==> config.mk <==
export PLATFORM = sky130hd
export DESIGN_NAME = sram_port_arbiter_flat
export DESIGN_NICKNAME = d
export VERILOG_FILES = /design/src/rtl/sram_pkg.sv /design/src/rtl/sram_port_arbiter_if.sv /design/src/rtl/sram_rd_return.sv /design/src/rtl/sram_port_arbiter.sv /design/src/flat_wrapper.sv
export SDC_FILE = /design/constraint.sdc
export NUM_CORES = 1
export LEC_CHECK = 0
export ABC_CLOCK_PERIOD_IN_PS = 2300
export BUFFER_PORTS_ARGS = -buffer_cell sky130_fd_sc_hd__buf_2
export CAP_MARGIN = 30
export CORE_MARGIN = 2
export CORE_UTILIZATION = 43
export CTS_CLUSTER_DIAMETER = 80
export DETAILED_ROUTE_END_ITERATION = 12
export PLACE_DENSITY = 0.92
export SLEW_MARGIN = 20
export SYNTH_ARGS = -nofsm -noshare
export SYNTH_HDL_FRONTEND = slang
export SYNTH_SLANG_ARGS = --single-unit
==> constraint.sdc <==
create_clock -name clk -period 2.3 [get_ports clk]
set_input_delay 0.23 -clock clk [delete_from_list [all_inputs] [get_ports clk]]
set_output_delay 0.23 -clock clk [all_outputs]
set_load 0.1 [all_outputs]
==> src/rtl/sram_pkg.sv <==
// Shared constants and encodings for the SRAM port arbiter slice.
package sram_pkg;

  localparam int ADDR_W = 5;
  localparam int DATA_W = 32;

  typedef enum logic [1:0] {
    FREE   = 2'd0,
    LOCK_H = 2'd1,
    LOCK_D = 2'd2
  } arb_state_t;

  localparam logic REQ_H = 1'b0;
  localparam logic REQ_D = 1'b1;

endpackage

==> src/rtl/sram_port_arbiter_if.sv <==
// One requester's access port into the SRAM arbiter (host or DPU side).
interface sram_port_arbiter_if #(
  parameter int ADDR_W = sram_pkg::ADDR_W,
  parameter int DATA_W = sram_pkg::DATA_W
);
  logic              req;
  logic              we;
  logic              lock;
  logic [ADDR_W-1:0] addr;
  logic [DATA_W-1:0] wdata;
  logic              gnt;
  logic              rvalid;
  logic [DATA_W-1:0] rdata;

  modport master (output req, we, lock, addr, wdata, input gnt, rvalid, rdata);
  modport slave  (input req, we, lock, addr, wdata, output gnt, rvalid, rdata);
endinterface

==> src/rtl/sram_rd_return.sv <==
// Read-return pipe: tags each issued read with its owner and routes the
// macro output two cycles later into that owner's rdata/rvalid registers.
module sram_rd_return #(
  parameter int DATA_W = sram_pkg::DATA_W
) (
  input  logic              clk,
  input  logic              rst_n,
  input  logic              rd_issue,
  input  logic              rd_owner,
  input  logic [DATA_W-1:0] dout,
  output logic              h_rvalid,
  output logic [DATA_W-1:0] h_rdata,
  output logic              d_rvalid,
  output logic [DATA_W-1:0] d_rdata
);
  import sram_pkg::*;

  logic p_vld;
  logic p_own;

  always_ff @(posedge clk or negedge rst_n) begin
    if (!rst_n) begin
      p_vld    <= 1'b0;
      p_own    <= REQ_H;
      h_rvalid <= 1'b0;
      d_rvalid <= 1'b0;
      h_rdata  <= '0;
      d_rdata  <= '0;
    end else begin
      p_vld    <= rd_issue;
      p_own    <= rd_owner;
      h_rvalid <= p_vld && (p_own == REQ_H);
      d_rvalid <= p_vld && (p_own == REQ_D);
      // rdata holds its value until the same owner's next read returns
      if (p_vld && (p_own == REQ_H)) h_rdata <= dout;
      if (p_vld && (p_own == REQ_D)) d_rdata <= dout;
    end
  end

endmodule

==> src/rtl/sram_port_arbiter.sv <==
// Round-robin arbiter sharing one single-port SRAM macro between host and DPU,
// with an ownership lock and a lock timeout.
//   state  | meaning
//   FREE   | round-robin between host and DPU
//   LOCK_H | host holds the macro; DPU is blocked
//   LOCK_D | DPU holds the macro; host is blocked
module sram_port_arbiter #(
  parameter int ADDR_W   = sram_pkg::ADDR_W,
  parameter int DATA_W   = sram_pkg::DATA_W,
  parameter int LOCK_MAX = 16
) (
  input  logic                clk,
  input  logic                rst_n,
  sram_port_arbiter_if.slave  h_port,
  sram_port_arbiter_if.slave  d_port,
  output logic                csb_n,
  output logic                we_n,
  output logic [ADDR_W-1:0]   addr,
  output logic [DATA_W-1:0]   din,
  input  logic [DATA_W-1:0]   dout,
  output logic                lock_err
);
  import sram_pkg::*;

  localparam int CNT_W = $clog2(LOCK_MAX + 1);

  arb_state_t       state;
  logic             rr_d;        // 1: DPU wins the next tie
  logic [CNT_W-1:0] lock_cnt;
  logic             h_sel;
  logic             d_sel;
  logic             own_sel;
  logic             own_lock;

  always_comb begin
    h_sel = 1'b0;
    d_sel = 1'b0;
    if (rst_n) begin
      case (state)
        FREE: begin
          if (h_port.req && (!d_port.req || !rr_d)) h_sel = 1'b1;
          else if (d_port.req)                      d_sel = 1'b1;
        end
        LOCK_H:  h_sel = h_port.req;
        LOCK_D:  d_sel = d_port.req;
        default: ;
      endcase
    end
  end

  assign h_port.gnt = h_sel;
  assign d_port.gnt = d_sel;

  always_comb begin
    csb_n = 1'b1;
    we_n  = 1'b1;
    addr  = '0;
    din   = '0;
    if (h_sel) begin
      csb_n = 1'b0;
      we_n  = ~h_port.we;
      addr  = h_port.addr;
      din   = h_port.we ? h_port.wdata : '0;
    end else if (d_sel) begin
      csb_n = 1'b0;
      we_n  = ~d_port.we;
      addr  = d_port.addr;
      din   = d_port.we ? d_port.wdata : '0;
    end
  end

  assign own_sel  = (state == LOCK_H) ? h_sel       : d_sel;
  assign own_lock = (state == LOCK_H) ? h_port.lock : d_port.lock;

  always_ff @(posedge clk or negedge rst_n) begin
    if (!rst_n) begin
      state    <= FREE;
      rr_d     <= 1'b0;
      lock_cnt <= '0;
      lock_err <= 1'b0;
    end else begin
      lock_err <= 1'b0;
      if (h_sel)      rr_d <= 1'b1;
      else if (d_sel) rr_d <= 1'b0;
      case (state)
        FREE: begin
          lock_cnt <= '0;
          if (h_sel && h_port.lock)      state <= LOCK_H;
          else if (d_sel && d_port.lock) state <= LOCK_D;
        end
        LOCK_H, LOCK_D: begin
          if (own_sel) begin
            lock_cnt <= '0;
            if (!own_lock) state <= FREE;
          end else if (lock_cnt == CNT_W'(LOCK_MAX - 1)) begin
            // idle owner timed out: release and hand the next tie to the other side
            state    <= FREE;
            lock_cnt <= '0;
            lock_err <= 1'b1;
            rr_d     <= (state == LOCK_H);
          end else begin
            lock_cnt <= lock_cnt + 1'b1;
          end
        end
        default: state <= FREE;
      endcase
    end
  end

  sram_rd_return #(.DATA_W(DATA_W)) u_rd_return (
    .clk      (clk),
    .rst_n    (rst_n),
    .rd_issue ((h_sel && !h_port.we) || (d_sel && !d_port.we)),
    .rd_owner (d_sel ? REQ_D : REQ_H),
    .dout     (dout),
    .h_rvalid (h_port.rvalid),
    .h_rdata  (h_port.rdata),
    .d_rvalid (d_port.rvalid),
    .d_rdata  (d_port.rdata)
  );

endmodule

==> src/flat_wrapper.sv <==
// flat-port wrapper written by rule: the top's interface ports become plain ports
module sram_port_arbiter_flat import sram_pkg::*;
#(
  parameter int ADDR_W   = sram_pkg::ADDR_W,
  parameter int DATA_W   = sram_pkg::DATA_W,
  parameter int LOCK_MAX = 16
)
  (clk, rst_n, csb_n, we_n, addr, din, dout, lock_err, h_port_req, h_port_we, h_port_lock, h_port_addr, h_port_wdata, h_port_gnt, h_port_rvalid, h_port_rdata, d_port_req, d_port_we, d_port_lock, d_port_addr, d_port_wdata, d_port_gnt, d_port_rvalid, d_port_rdata);
  sram_port_arbiter_if #(.ADDR_W(ADDR_W), .DATA_W(DATA_W)) h_port_i ();
  sram_port_arbiter_if #(.ADDR_W(ADDR_W), .DATA_W(DATA_W)) d_port_i ();
  input  logic clk;
  input  logic rst_n;
  output logic csb_n;
  output logic we_n;
  output logic [ADDR_W-1:0] addr;
  output logic [DATA_W-1:0] din;
  input  logic [DATA_W-1:0] dout;
  output logic lock_err;
  input wire logic [$bits(h_port_i.req)-1:0] h_port_req;
  input wire logic [$bits(h_port_i.we)-1:0] h_port_we;
  input wire logic [$bits(h_port_i.lock)-1:0] h_port_lock;
  input wire logic [$bits(h_port_i.addr)-1:0] h_port_addr;
  input wire logic [$bits(h_port_i.wdata)-1:0] h_port_wdata;
  output wire logic [$bits(h_port_i.gnt)-1:0] h_port_gnt;
  output wire logic [$bits(h_port_i.rvalid)-1:0] h_port_rvalid;
  output wire logic [$bits(h_port_i.rdata)-1:0] h_port_rdata;
  input wire logic [$bits(d_port_i.req)-1:0] d_port_req;
  input wire logic [$bits(d_port_i.we)-1:0] d_port_we;
  input wire logic [$bits(d_port_i.lock)-1:0] d_port_lock;
  input wire logic [$bits(d_port_i.addr)-1:0] d_port_addr;
  input wire logic [$bits(d_port_i.wdata)-1:0] d_port_wdata;
  output wire logic [$bits(d_port_i.gnt)-1:0] d_port_gnt;
  output wire logic [$bits(d_port_i.rvalid)-1:0] d_port_rvalid;
  output wire logic [$bits(d_port_i.rdata)-1:0] d_port_rdata;
  assign h_port_i.req = h_port_req;
  assign h_port_i.we = h_port_we;
  assign h_port_i.lock = h_port_lock;
  assign h_port_i.addr = h_port_addr;
  assign h_port_i.wdata = h_port_wdata;
  assign h_port_gnt = h_port_i.gnt;
  assign h_port_rvalid = h_port_i.rvalid;
  assign h_port_rdata = h_port_i.rdata;
  assign d_port_i.req = d_port_req;
  assign d_port_i.we = d_port_we;
  assign d_port_i.lock = d_port_lock;
  assign d_port_i.addr = d_port_addr;
  assign d_port_i.wdata = d_port_wdata;
  assign d_port_gnt = d_port_i.gnt;
  assign d_port_rvalid = d_port_i.rvalid;
  assign d_port_rdata = d_port_i.rdata;
  sram_port_arbiter #(.ADDR_W(ADDR_W), .DATA_W(DATA_W), .LOCK_MAX(LOCK_MAX)) u_core (.clk(clk), .rst_n(rst_n), .h_port(h_port_i), .d_port(d_port_i), .csb_n(csb_n), .we_n(we_n), .addr(addr), .din(din), .dout(dout), .lock_err(lock_err));
endmodule
## Word level (Yosys, flattened, before mapping)

Cells that the tools add are included.

- Flip-flop bits (word level): 77
- Input port bits: 114
- Output and inout port bits: 108

- Add/subtract/negate cells: 1
- Equal/unequal tests: 6
- Mux-type cells: 37
- Bitwise logic cells: 3
- Reduce and logical (&&, ||, !) cells: 17

Operators by type and width:

| kind | number |
|---|---|
| $mux 32 | 4 |
| $mux 1 | 20 |
| $mux 5 | 4 |
| $mux 2 | 5 |
| $pmux 5 s2 | 1 |
| $logic_and 1x1->1 | 7 |
| $ne 3x1->1 const B | 2 |
| $add 5x1->5 const B | 1 |
| $eq 5x4->1 const B | 1 |
| $logic_not 1->1 | 4 |
| $pmux 1 s2 | 2 |
| $pmux 2 s2 | 1 |
| $ne 3x3->1 const B | 1 |
| $not 1->1 | 3 |
| $reduce_and 3->1 | 1 |
| $eq 2x1->1 const B | 1 |
| $eq 2x2->1 const B | 1 |
| $logic_not 2->1 | 1 |
| $logic_or 1x1->1 | 2 |
| $reduce_bool 2->1 | 1 |
| $reduce_or 2->1 | 1 |

## Depth between registers and ports, before layout

- Word-level depth: 11
- Depth in mapped cells: 9

## Modules after synthesis

Synthesis repeated with hierarchy kept, for this count alone.

- Cell total of the unflattened synthesis: 271
- Area, all modules: 3,728.6 um2

Modules (own cells, without submodules):

| module | instances | cells each | area an instance (um2) | sequential area each (um2) |
|---|---|---|---|---|
| sram_rd_return | 1 | 142 | 2,660.1 | 1,701.6 |
| sram_port_arbiter | 1 | 129 | 1,068.5 | 225.2 |

## Least setup slack after synthesis

OpenSTA, ideal clock, no wires.

- Kind: reg-to-output
- From: register u_core.state[0]
- To: output csb_n
- Data arrival time: 2.938 ns
- Required time: 2.070 ns
- Path slack: -0.868 ns
- Cell stages (with the launch flop): 7
- Path through: dfrtp_1 > inv_1 > ha_1 > o211ai_1 > or2_1 > inv_1 > nor2_1

- Longest elaborated chain between the ends: 5
- Elaborated cells on any way between the ends: 9

Ends and longest elaborated chain:

| what | line | RTL |
|---|---|---|
| from (decl) | sram_port_arbiter.sv:27 | `arb_state_t state;` |
| from (signal assigned) | sram_port_arbiter.sv:77 | `state <= FREE;` |
| from (signal assigned) | sram_port_arbiter.sv:88 | `if (h_sel && h_port.lock) state <= LOCK_H;` |
| from (signal assigned) | sram_port_arbiter.sv:89 | `else if (d_sel && d_port.lock) state <= LOCK_D;` |
| $eq 2x2->1 / $logic_not 2->1 (equally long branches) | sram_port_arbiter.sv:39 | `case (state)` |
| $pmux 1 s2 (*) | sram_port_arbiter.sv:39 |  |
| $mux 1 (*) | sram_port_arbiter.sv:38 | `if (rst_n) begin` |
| via d_port_gnt | flat_wrapper.sv:32 | `output wire logic [$bits(d_port_i.gnt)-1:0] d_port_gnt;` |
| $mux 1 (*) | sram_port_arbiter.sv:64 | `end else if (d_sel) begin` |
| $mux 1 (*) | sram_port_arbiter.sv:59 | `if (h_sel) begin` |
| to (decl) | flat_wrapper.sv:13 | `output logic csb_n;` |

Mark *: on every way through the listed nets, which the timed path passes. The rest lies on a longest branch.

## Final worst setup path

- From: register u_core.state[1]
- To: output din[6]

- Longest elaborated chain between the ends: 5
- Elaborated cells on any way between the ends: 9

Ends and longest elaborated chain:

| what | line | RTL |
|---|---|---|
| $eq 2x2->1 / $logic_not 2->1 (equally long branches) | sram_port_arbiter.sv:39 |  |
| $pmux 1 s2 | sram_port_arbiter.sv:39 |  |
| $mux 1 | sram_port_arbiter.sv:38 |  |
| $mux 32 | sram_port_arbiter.sv:64 |  |
| $mux 32 (*) | sram_port_arbiter.sv:59 |  |
| to (decl) | flat_wrapper.sv:16 | `output logic [DATA_W-1:0] din;` |

Every way passes the cells marked *; elsewhere a longest branch is shown, timed or not.

==> flow_summary_export.csv <==
group,metric,value,unit
run_status,status,"finished, violations left",
run_status,violations,"setup timing",
setup_path,rrSetupSlack,0.09,ns
routing,drtIter0Drc,117,
synthesis,ys_seq_area_share,54.7,%
timing,final_max_slew_viol_count,0,
synthesis,synthFlopType,"dfrtp_1",
setup_path,r2r-start,"u_core.state[1]",
setup_path,worstPathArrival,2.36,ns
layout,utilization,77.9,%
floorplan,io_pins,222,
timing,fin_ws,-0.289,ns
clocking,cts_tree,"yes",
timing,fin_crit_sh,113,%
setup_path,cp_data_required_time,2.07,ns
synthesis,yosys_warnings,0,
clocking,clock_path_buffers,2,
layout,mostFrequentLayoutCells,"179 x buf_2, 76 x dfrtp_1, 66 x mux2_2",
layout,antennaDiodeCount,0,
global_routing,grt_max_degree,71,
routing,drt_first_pass_iters,4,
routing,wl,12.9,mm
global_routing,grt_use_total,28.4,%
routing,route.detailed.drc,0,
placement,dpl.hpwl,8.79,mm
synthesis,synth.avg_cell_area,13.8,µm²
global_routing,grt_antenna_before_repair,0,
placement,post-place-ws,-0.0867,ns
placement,port_buffers,221,
timing,hold_violations,0,
worst_hold_path,hold_depth,2,
clocking,clockRootBuffer,"clkbuf_8",
setup_path,r2r_end,"u_core.rr_d",
synthesis,ys_ff_latch,77,
floorplan,fp.dieH,94.5,µm
layout,fillers,485,
global_routing,grt_overflow,0,
setup_path,reg2reg_depth,8,
timing,fmaxAchievable,0.386,GHz
timing,max-slew-margin-rel,42.0,%
placement,placed_area,5630,µm²
routing,post_drt_wl_per_cell,20.8,µm
floorplan,die_w,94.5,µm
flow_run,maxCapViolations,0,
layout,synthToLayoutAreaGrowth,78.9,%
synthesis,synth_edf_count,0,
routing,via_per_inst,5.21,
floorplan,core,8090,µm²
timing,min_period,2.59,ns
layout,final_common_cell,"buf_2",
timing,setup_viol,40,
synthesis,synthDistinctLibCells,38,
floorplan,die_area,8930,µm²
clocking,clk_latency,0.34,ns
layout,drive_gt1_share,76.4,%
clocking,cts.sinks,77,
timing,rsz0062_at_grt,"true",
worst_hold_path,worstHoldEndpoint,"u_core.u_rd_return.h_rdata[2]",
synthesis,synthArstFlopShare,100,%
clocking,clk_pin_slew_worst_paths,0.09,ns
timing,worstMarginPinSlew,0.871,ns
clocking,htree_levels,3,
setup_path,worstSetupEndpointType,"output pin",
setup_path,criticalPathCategory,"reg -> out",
timing,finalClockSkew,0.00870,ns
synthesis,synth_nets,375,
layout,layout.nets,631,
routing,via_count,3240,
worst_hold_path,hold_start,"dout[2]",
setup_path,cp_max_fo,6,
clocking,cts_buffers,9,
timing,holdWs,0.128,ns
layout,fin_area,6300,µm²
floorplan,initial_utilization,43.5,%
synthesis,synthesis.instances,256,
setup_path,start_kind,"register",
global_routing,grt_pass1_wl,18.8,mm
synthesis,syn_area,3520,µm²
worst_hold_path,hp-class,"in -> reg",
global_routing,grt_pass1_vias,3363,
routing,antenna_left,0,
floorplan,fp-row-count,33,
placement,gp_congestion,0.915,
==> worst max-delay path by stage <==
stage	cells past startpoint	slack (ns)	endpoint	startpoint
2_1_floorplan	8	-0.14	u_core.state[0]	u_core.state[0]
3_3_place_gp	7	0.01	din[1]	u_core.state[0]
3_5_place_dp	7	-0.09	din[0]	u_core.state[0]
4_1_cts	9	-0.20	din[27]	u_core.state[1]
5_1_grt	10	-0.36	din[8]	u_core.state[0]
6_report	10	-0.29	din[6]	u_core.state[1]
==> cell usage after synthesis, drive strengths merged (2+ instances only) <==
cell type / number / area [µm²]
nand2: 9 / 33.8
nor3: 2 / 10.0
mux2: 66 / 743
inv: 5 / 18.8
dfrtp: 77 / 1930
a31oi: 3 / 18.8
o21ai: 5 / 28.8
nand2b: 2 / 12.5
a21oi: 2 / 10.0
a22o: 37 / 324
buf: 15 / 128
o211ai: 2 / 20.0
ha: 5 / 62.6
nor2: 5 / 26.3
and2: 3 / 21.3
clkbuf: 2 / 7.51
==> through the flow <==
step / TNS (ns) / cells
2_1_floorplan: -0.230 / 256
3_3_place_gp: 0 / 577
3_5_place_dp: -1.77 / 577
4_1_cts: -6.25 / 613
5_1_grt: -11.68 / 622
6_report: -8.97 / 622
==> routing by layer <==
| metal | GRT usage [%] | part of all wire [%] | vias up |
|---|---|---|---|
| li1 | - | - | 1467 |
| met1 | 35.0 | 39 | 1612 |
| met2 | 49.7 | 53 | 143 |
| met3 | 7.18 | 6.6 | 18 |
| met4 | 7.49 | 1.5 | 0 |
| met5 | 0 | 0 | - |
==> final cells by class <==
| cell class | instances | area, µm² | area share [%] |
|---|---|---|---|
| clock buffers | 10 | 138 | 2.18 |
| repair buffers | 260 | 2170 | 34.4 |
| clock inverters | 6 | 92.6 | 1.47 |
| multi-input cells | 159 | 1830 | 29.0 |
| flip-flops and latches | 77 | 1930 | 30.6 |
| inverters | 5 | 21.3 | 0.337 |
| well taps | 105 | 131 | 2.08 |
==> state kept, by name, indices dropped and copies added, names as in the netlist <==
signal                       cells
u_core.state                     2
u_core.lock_err                  1
u_core.u_rd_return.d_rdata      32
u_core.u_rd_return.d_rvalid      1
u_core.lock_cnt                  5
u_core.u_rd_return.p_own         1
u_core.u_rd_return.p_vld         1
u_core.u_rd_return.h_rvalid      1
u_core.u_rd_return.h_rdata      32
u_core.rr_d                      1
==> timing repair <==
action	4_1_cts	5_1_grt
buffers inserted	16	10
hold endpoints to repair	7	0
pin swaps	16	11
gates resized for setup	25	6
gates cloned	4	1
endpoints found under the setup margin	38	42
hold buffers	1	0
==> critical path: stages, from the launching register on <==
cell	delay (ns)
dfrtp_2	0.45
inv_4	0.06
ha_4	0.17
o211ai_1	0.25
or2_4	0.19
nor2_4	0.04
and2_4	0.18
buf_12	0.14
clkbuf_16	0.15
a22o_4	0.23
buf_12	0.16
==> logic make-up after synthesis <==
| kind of cell | after synthesis | share of synthesized area [%] |
|---|---|---|
| AOI/OAI and AO/OA | 58 | 13.7 |
| adders and majority gates | 5 | 1.78 |
| muxes | 66 | 21.1 |
| buffers and inverters | 22 | 4.37 |
| DFF | 77 | 54.7 |
| and+or+nand+nor | 28 | 4.40 |
Power is not shown: default switching activity piles up to over one toggle a cycle in this logic, so the estimate is an artifact.
